`src/rtl/pwm_pkg.sv`:
```
// Shared defaults and step-direction encoding for the PWM duty bank.
package pwm_pkg;

  localparam int PWM_N_CH     = 3;
  localparam int PWM_CW       = 4;
  localparam int PWM_DUTY_MAX = 10;

  localparam logic DIR_UP = 1'b0;
  localparam logic DIR_DN = 1'b1;

endpackage

```
`src/rtl/pwm_duty_bank_if.sv`:
```
// Control and output bundle of the PWM duty bank; master drives steps, slave is the bank.
interface pwm_duty_bank_if #(
  parameter int N_CH = 3,
  parameter int CW   = 4
);

  logic                 INCR;
  logic                 DIR;
  logic [N_CH-1:0]      SEL;
  logic                 WRAP;
  logic [N_CH*CW-1:0]   DUTY;
  logic [N_CH-1:0]      LED_OUT;
  logic                 PER_STRB;

  modport master (
    output INCR, DIR, SEL, WRAP,
    input  DUTY, LED_OUT, PER_STRB
  );

  modport slave (
    input  INCR, DIR, SEL, WRAP,
    output DUTY, LED_OUT, PER_STRB
  );

endinterface

```
`src/rtl/pwm_duty_ch.sv`:
```
// One PWM channel: pending duty with up/down stepping, active duty, registered LED compare.
// Macro PWM_SHADOW_EN: active duty reloads from pending only at the period strobe.
module pwm_duty_ch
  import pwm_pkg::*;
#(
  parameter int CW       = 4,
  parameter int DUTY_MAX = 10,
  parameter bit ACT_LOW  = 1'b1
) (
  input  logic          i_clk,
  input  logic          i_clr_n,
  input  logic          i_incr,
  input  logic          i_dir,
  input  logic          i_wrap,
  input  logic          i_sel,
  input  logic          i_strb,
  input  logic [CW-1:0] i_cnt,
  output logic [CW-1:0] o_duty,
  output logic          o_led
);

  localparam logic [CW-1:0] MAX = CW'(DUTY_MAX);

  logic [CW-1:0] r_pend;
  logic [CW-1:0] w_pend_nxt;
  logic [CW-1:0] w_act;
  logic          w_on;
  logic          r_led;

  // Boundary cases resolve to a legal value in one step, so nothing out of range is ever stored.
  always_comb begin
    w_pend_nxt = r_pend;
    if (i_incr && i_sel) begin
      if (i_dir == DIR_UP) begin
        if (r_pend == MAX) w_pend_nxt = i_wrap ? '0 : MAX;
        else               w_pend_nxt = r_pend + CW'(1);
      end else begin
        if (r_pend == '0)  w_pend_nxt = i_wrap ? MAX : '0;
        else               w_pend_nxt = r_pend - CW'(1);
      end
    end
  end

  always_ff @(posedge i_clk or negedge i_clr_n) begin
    if (!i_clr_n) r_pend <= '0;
    else          r_pend <= w_pend_nxt;
  end

`ifdef PWM_SHADOW_EN
  logic [CW-1:0] r_act;

  always_ff @(posedge i_clk or negedge i_clr_n) begin
    if (!i_clr_n)    r_act <= '0;
    else if (i_strb) r_act <= r_pend;
  end

  assign w_act = r_act;
`else
  logic w_unused_strb;

  assign w_unused_strb = i_strb;
  assign w_act         = r_pend;
`endif

  assign w_on = (i_cnt < w_act);

  always_ff @(posedge i_clk or negedge i_clr_n) begin
    if (!i_clr_n) r_led <= ACT_LOW;
    else          r_led <= ACT_LOW ? ~w_on : w_on;
  end

  assign o_duty = r_pend;
  assign o_led  = r_led;

endmodule

```
`src/rtl/pwm_duty_bank.sv`:
```
// Bank of N_CH PWM channels sharing one period counter and end-of-period strobe.
// Macro PWM_SHADOW_EN selects period-synchronous duty updates (see pwm_duty_ch).
module pwm_duty_bank
  import pwm_pkg::*;
#(
  parameter int N_CH     = PWM_N_CH,
  parameter int CW       = PWM_CW,
  parameter int DUTY_MAX = PWM_DUTY_MAX,
  parameter bit ACT_LOW  = 1'b1
) (
  input  logic            CLK,
  input  logic            CLR_N,
  pwm_duty_bank_if.slave  bus
);

  localparam logic [CW-1:0] LAST = CW'(DUTY_MAX - 1);

  logic [CW-1:0]               r_cnt;
  logic                        w_strb;
  logic [N_CH-1:0][CW-1:0]     w_duty;
  logic [N_CH-1:0]             w_led;

  assign w_strb = (r_cnt == LAST);

  always_ff @(posedge CLK or negedge CLR_N) begin
    if (!CLR_N)      r_cnt <= '0;
    else if (w_strb) r_cnt <= '0;
    else             r_cnt <= r_cnt + CW'(1);
  end

  for (genvar k = 0; k < N_CH; k++) begin : g_ch
    pwm_duty_ch #(
      .CW       (CW),
      .DUTY_MAX (DUTY_MAX),
      .ACT_LOW  (ACT_LOW)
    ) u_ch (
      .i_clk   (CLK),
      .i_clr_n (CLR_N),
      .i_incr  (bus.INCR),
      .i_dir   (bus.DIR),
      .i_wrap  (bus.WRAP),
      .i_sel   (bus.SEL[k]),
      .i_strb  (w_strb),
      .i_cnt   (r_cnt),
      .o_duty  (w_duty[k]),
      .o_led   (w_led[k])
    );
  end

  assign bus.DUTY     = w_duty;
  assign bus.LED_OUT  = w_led;
  assign bus.PER_STRB = w_strb;

endmodule

```
`src/flat_wrapper.sv`:
```
// flat-port wrapper written by rule: the top's interface ports become plain ports
module pwm_duty_bank_flat import pwm_pkg::*;
#(
  parameter int N_CH     = PWM_N_CH,
  parameter int CW       = PWM_CW,
  parameter int DUTY_MAX = PWM_DUTY_MAX,
  parameter bit ACT_LOW  = 1'b1
)
  (CLK, CLR_N, bus_INCR, bus_DIR, bus_SEL, bus_WRAP, bus_DUTY, bus_LED_OUT, bus_PER_STRB);
  pwm_duty_bank_if #(.N_CH(N_CH), .CW(CW)) bus_i ();
  input  logic CLK;
  input  logic CLR_N;
  input wire logic [$bits(bus_i.INCR)-1:0] bus_INCR;
  input wire logic [$bits(bus_i.DIR)-1:0] bus_DIR;
  input wire logic [$bits(bus_i.SEL)-1:0] bus_SEL;
  input wire logic [$bits(bus_i.WRAP)-1:0] bus_WRAP;
  output wire logic [$bits(bus_i.DUTY)-1:0] bus_DUTY;
  output wire logic [$bits(bus_i.LED_OUT)-1:0] bus_LED_OUT;
  output wire logic [$bits(bus_i.PER_STRB)-1:0] bus_PER_STRB;
  assign bus_i.INCR = bus_INCR;
  assign bus_i.DIR = bus_DIR;
  assign bus_i.SEL = bus_SEL;
  assign bus_i.WRAP = bus_WRAP;
  assign bus_DUTY = bus_i.DUTY;
  assign bus_LED_OUT = bus_i.LED_OUT;
  assign bus_PER_STRB = bus_i.PER_STRB;
  pwm_duty_bank #(.N_CH(N_CH), .CW(CW), .DUTY_MAX(DUTY_MAX), .ACT_LOW(ACT_LOW)) u_core (.CLK(CLK), .CLR_N(CLR_N), .bus(bus_i));
endmodule
```
`config.mk`:
```
export PLATFORM = sky130hd
export DESIGN_NAME = pwm_duty_bank_flat
export DESIGN_NICKNAME = d
export VERILOG_FILES = /design/src/rtl/pwm_pkg.sv /design/src/rtl/pwm_duty_bank_if.sv /design/src/rtl/pwm_duty_ch.sv /design/src/rtl/pwm_duty_bank.sv /design/src/flat_wrapper.sv
export SDC_FILE = /design/constraint.sdc
export NUM_CORES = 1
export LEC_CHECK = 0
export ABC_AREA = 1
export CAP_MARGIN = 0
export CORE_UTILIZATION = 54
export DETAILED_ROUTE_END_ITERATION = 8
export PLACE_DENSITY_LB_ADDON = 0.25
export SLEW_MARGIN = 30
export SYNTH_ARGS = -nofsm -noshare
export SYNTH_HDL_FRONTEND = slang
export SYNTH_SLANG_ARGS = --single-unit
```
`constraint.sdc`:
```
create_clock -name CLK -period 1.82 [get_ports CLK]
set_input_delay 0.546 -clock CLK [delete_from_list [all_inputs] [get_ports CLK]]
set_output_delay 0.546 -clock CLK [all_outputs]
set_load 0.005 [all_outputs]
```
==> Yosys cells after proc, flatten, opt, wreduce, memory -nomap -nowiden <==
Cells that the tools add are included.
Widths: inputs -> output; s select.
{ "totals": {"reg_bits": 19} }
{ "op_classes": {"n_addsub": 7, "n_lt_le_gt_ge": 3, "n_eq_ne": 4, "n_mux": 12, "bitwise_logic": 3, "n_reduce_logical": 6} }
{ "op_table": {"columns": ["cell", "count"], "rows": [
  ["$mux 4", 12],
  ["$add 4x1->4 const B", 4],
  ["$eq 4x4->1 const B", 4],
  ["$logic_not 4->1", 3],
  ["$lt 4x4->1", 3],
  ["$sub 4x1->4 const B", 3],
  ["$logic_and 1x1->1", 3],
  ["$not 1->1", 3]
]} }

==> Longest topological paths before layout <==
{ "logic_depth": {"word_depth": 3, "ltp_mapped": 10, "ltp_nobuf": 10} }

==> By module <==
Synthesis repeated with hierarchy kept, for this count alone.
{ "unflattened": {"hier_cells": 224, "area_unflattened_um2": 1571.5} }
{ "modules_own_cells": {"columns": ["module", "n_inst", "cells_per_inst", "area_per_inst_um2", "seq_area_each_um2"], "rows": [
  ["pwm_duty_ch at u_core.g_ch[0].u_ch ...", 2, 70, 474.2, 126.4],
  ["pwm_duty_ch at u_core.g_ch[2].u_ch", 1, 64, 446.7, 126.4],
  ["pwm_duty_bank", 1, 20, 176.4, 100.1]
]} }

==> Worst setup path before layout <==
OpenSTA, ideal clock, no wires.
{ "synth_path": {"path_type": "reg2reg", "start": "reg u_core.g_ch[0].u_ch.r_pend[0]", "end": "reg u_core.g_ch[0].u_ch.r_pend[0]", "setup_time_ns": 0.123, "arrival_time_ns": 1.231, "setup_slack_ns": 0.466, "stages_incl_launch_ff": 10, "period_less_slack_ns": 1.354, "path_cell_list": "dfrtp_1 > inv_1 > ha_1 > inv_1 > nor2_1 > nand2_1 > nand2_1 > o21ai_1 > nand3_1 > o21ai_1"} }
{ "synth_via": {"elab_chain_cells": 3, "elab_cells_between_ends": 7, "cone_classes": "2 x add/sub; 1 x eq/ne; 3 x mux; 1 x reduce/logical"} }
{ "synth_rtl": {"columns": ["element", "line", "text"], "rows": [
  ["start: declaration", "pwm_duty_ch.sv:24", "logic [CW-1:0] r_pend;"],
  ["start signal: assignment", "pwm_duty_ch.sv:46", "else r_pend <= w_pend_nxt;"],
  ["$add 4x1->4, or another cell as far along", "pwm_duty_ch.sv:36", "else w_pend_nxt = r_pend + CW'(1);"],
  ["$mux 4 (on tied branches)", "pwm_duty_ch.sv:35, pwm_duty_ch.sv:38", null],
  ["$mux 4 *", "pwm_duty_ch.sv:34", "if (i_dir == DIR_UP) begin"]
]} }
Every way passes the cells marked *; elsewhere a longest branch is shown, timed or not.
A chain may end at the register's enable or synchronous reset.

==> Final worst setup path <==
{ "layout_path": {"start": "reg u_core.g_ch[0].u_ch.r_pend[0]", "end": "out bus_DUTY[0]"} }
{ "layout_rtl": {"columns": ["element", "line", "text"], "rows": [
  ["end: declaration", "flat_wrapper.sv:17", "output wire logic [$bits(bus_i.DUTY)-1:0] bus_DUTY;"]
]} }
No word-level cell between the ends.

==> impl_summary.txt <==
----------------------------------------------------
[Worst setup path]
  Crit path max fanout ... 6
  Dominant delay contributor by cell family on the critical path ... buffers and inverters
  CP endpoint kind ... primary output
  Critical-path cell list ... clkdlybuf4s50_1
  Crit path max-delay cell type ... sky130_fd_sc_hd__clkdlybuf4s50_1
  Required time of the critical path ... between 1000 and 1500 ps
  Number of buffer and inverter stages on the critical path ... 1
  Data arrival time of the worst path ... about 1200 ps
  Crit Path Category ... register to primary output
  CP Launch Type ... register
  Slowest Stage Delay on Critical Path ... about 510 ps

[Floorplan]
  Starting Density ... 0.566
  Num ports ... 24
  Area of the core region ... 2730 um^2
  Chip Width ... 55.5 um
  Site Rows ... 19
  Die Y ... 55.5 um
  Die Area ... 3080 um^2

[Yosys]
  Mean post-synth cell area ... approximately 7.3 um^2
  Number of synthesized register bits ... 19
  Cell area after synthesis ... approximately 1500 um^2
  Sequential fraction of the synthesis area ... 0.310
  Net count after synthesis ... between 200 and 250
  Yosys warning count ... 0
  Number of distinct library cells after synthesis ... 22
  Syn Inst Count ... 213

[Power and ir drop]
  Leakage power ... 1.02 nW
  Worst ir drop on vdd ... 0.872 mV
  Pwr dens ... 1140 nW/um^2

[Placement]
  Place WS ... -3.17 ps
  Port buffer count ... 23
  Placed instance count ... 278
  DPL Wire Length ... ~2700 um
  GP Congestion ... 0.931

[Drt]
  Remaining routing DRC violations ... 0
  TritonRoute pass-1 iters ... 4
  Overall routed net length ... 3530 um
  Post-DR vias/cell ... 5.41
  First DRT Iteration DRCs ... 53
  Number of vias after detailed routing ... between 1,500 and 2,000
  Number of nets with antenna violations after detailed routing ... 0
  Final routed wire length divided by cell count ... about 12 um

[Cells and area]
  Multi-input gate area in the final layout ... 915 um^2
  Number of fill cells in the layout ... 227
  Layout Area Growth over Synthesis ... 27.8%
  Count of inserted antenna diode cells ... 0
  Number of nets in the layout ... about 290
  Finished Layout Cells ... 290
  Fraction of layout cells with a size suffix above 1 ... 0.197
  Area taken by flip-flops and latches ... slightly below 500 um^2

[Timing]
  Slew Limit Headroom ... 0.828
  Least-Margin Pin Slew ... 257 ps
  Final critical path time including I/O delays and setup ... 1780 ps
  Max Freq ... ~560 MHz
  Fin crit share ... 0.977
  Final clock skew ... between 2 and 3 ps
  Setup violations, final ... 0
  Minimum hold slack ... roughly 570 ps
  Final hold violation count ... 0
  RSZ-0062 raised after global routing ... false
  Setup TNS after final layout ... 0 ps
  Final Max Tran Viols ... 0
  Min setup slack post-route ... 41.2 ps

[Clock tree]
  TritonCTS clock tree ... built
  TritonCTS Buffers ... 3
  Worst-Skew Late Latency ... 290 ps
  Clk sinks ... 19
  Clock Tree Root ... sky130_fd_sc_hd__clkbuf_4
  Deepest level of the CTS H-tree ... 1
  Maximum clock insertion buffer count ... 2
  Clock slew seen by the registers of the worst setup and hold paths ... 110 ps
  Hold_buf cts ... 0

[Global routing]
  Overflow left after global routing ... 0
  Initial antenna violation count ... 0
  Total routing usage reported by global routing ... 0.243
  Global-route wire length before repair ... 6100 um
  Maximum number of pins on one net before global-route repair ... 20
  Number of global-route vias before repair ... around 1,400

[Job]
  Maximum capacitance violations ... 0

[Outcome]
  Run status ... completed

[Hold path]
  Class of the worst hold path ... primary input to async pin

----------------------------------------------------
kinds of logic (layout without fill, tap and decap cells):
kind of cell,after synthesis,after routing,synth area share
DFF,19,19,0.310
buffers and inverters,32,78,0.0994
and+or+nand+nor,112,112,0.313
adders and majority gates,18,18,0.146
AOI/OAI and AO/OA,28,28,0.110
xor gates and xnor gates,4,4,0.0226
per-stage QoR:
step | total power (W) | instance area [um^2] | util
after global placement | 0.00193 | 1890 | 0.691
after global routing | 0.00245 | 1980 | 0.724
final | 0.00225 | 1980 | 0.724
after CTS | 0.00219 | 1940 | 0.710
after floorplan | 0.00150 | 1550 | -
after detailed placement | 0.00195 | 1890 | 0.691
Yosys cell counts (all sizes together):
cell / number / share of area
nor2: 30 / 0.084
ha: 18 / 0.15
buf: 6 / 0.036
nand3: 22 / 0.074
inv: 26 / 0.063
xor2: 4 / 0.023
nand4: 5 / 0.020
a31oi: 2 / 0.0081
dfstp: 3 / 0.051
dfrtp: 16 / 0.26
nand2: 54 / 0.13
nor3: 1 / 0.0032
a21oi: 7 / 0.027
o211ai: 5 / 0.024
o21ai: 11 / 0.036
a21boi: 3 / 0.015
flip-flops by register name, summed over array words and instances (netlist names):
register                 count
u_core.g_ch.u_ch.o_led       3
u_core.r_cnt                 4
u_core.g_ch.u_ch.o_duty     12
placed cells by master (no fill, tap or decap), types with 6 or more instances in the layout:
cell | Yosys | layout
sky130_fd_sc_hd__nand2_1 | 54 | 54
sky130_fd_sc_hd__buf_4 | 3 | 25
sky130_fd_sc_hd__inv_1 | 23 | 23
sky130_fd_sc_hd__nor2_1 | 23 | 23
sky130_fd_sc_hd__nand3_1 | 21 | 21
sky130_fd_sc_hd__clkdlybuf4s50_1 | 0 | 19
sky130_fd_sc_hd__ha_1 | 18 | 18
sky130_fd_sc_hd__dfrtp_1 | 16 | 10
sky130_fd_sc_hd__nor2_2 | 7 | 7
sky130_fd_sc_hd__o21ai_1 | 7 | 7
sky130_fd_sc_hd__dfrtp_2 | 0 | 6
layer usage:
metal | share of wire | vias to the layer above | global-route usage
met5 | 0 | - | 0
met4 | 0.0085 | 0 | 0.0786
met3 | 0.048 | 4 | 0.0328
met2 | 0.48 | 38 | 0.415
met1 | 0.46 | 736 | 0.317
li1 | - | 790 | -
where the power goes:
group          total [W]  internal [W]  switching (W)
Sequential      0.000654      0.000571      0.0000834
Combinational    0.00138      0.000657       0.000721
Clock           0.000216     0.0000817       0.000135
what timing repair did:
| item | CTS | global route |
|---|---|---|
| setup buffers | 3 | 5 |
| gates resized for setup | 10 | 0 |
| pin swaps | 2 | 0 |
| endpoints found under the setup margin | 10 | 3 |
area by class of cell:
class	count	share of cell area
Sequential cell	19	0.246
Multi-Input combinational cell	162	0.462
Tap cell	31	0.0196
Clock inverter	1	0.00253
Inverter	26	0.0493
Timing Repair Buffer	48	0.209
Clock buffer	3	0.0114
final timing paths:
check	start	endpoint	slack, ps	cells after the start
min reg2reg	u_core.r_cnt[2]	u_core.r_cnt[1]	570	2
max	u_core.g_ch[0].u_ch.o_duty[0]	bus_DUTY[0]	40	1
max reg2reg	u_core.g_ch[1].u_ch.o_duty[0]	u_core.g_ch[1].u_ch.o_duty[0]	230	8
max in group asynchronous	CLR_N	u_core.g_ch[1].u_ch.o_led	980	2
min	CLR_N	u_core.g_ch[1].u_ch.o_duty[2]	570	2
min in group CLK	u_core.r_cnt[2]	u_core.r_cnt[1]	570	2
Note: power is estimated with default switching activity, not from simulation.
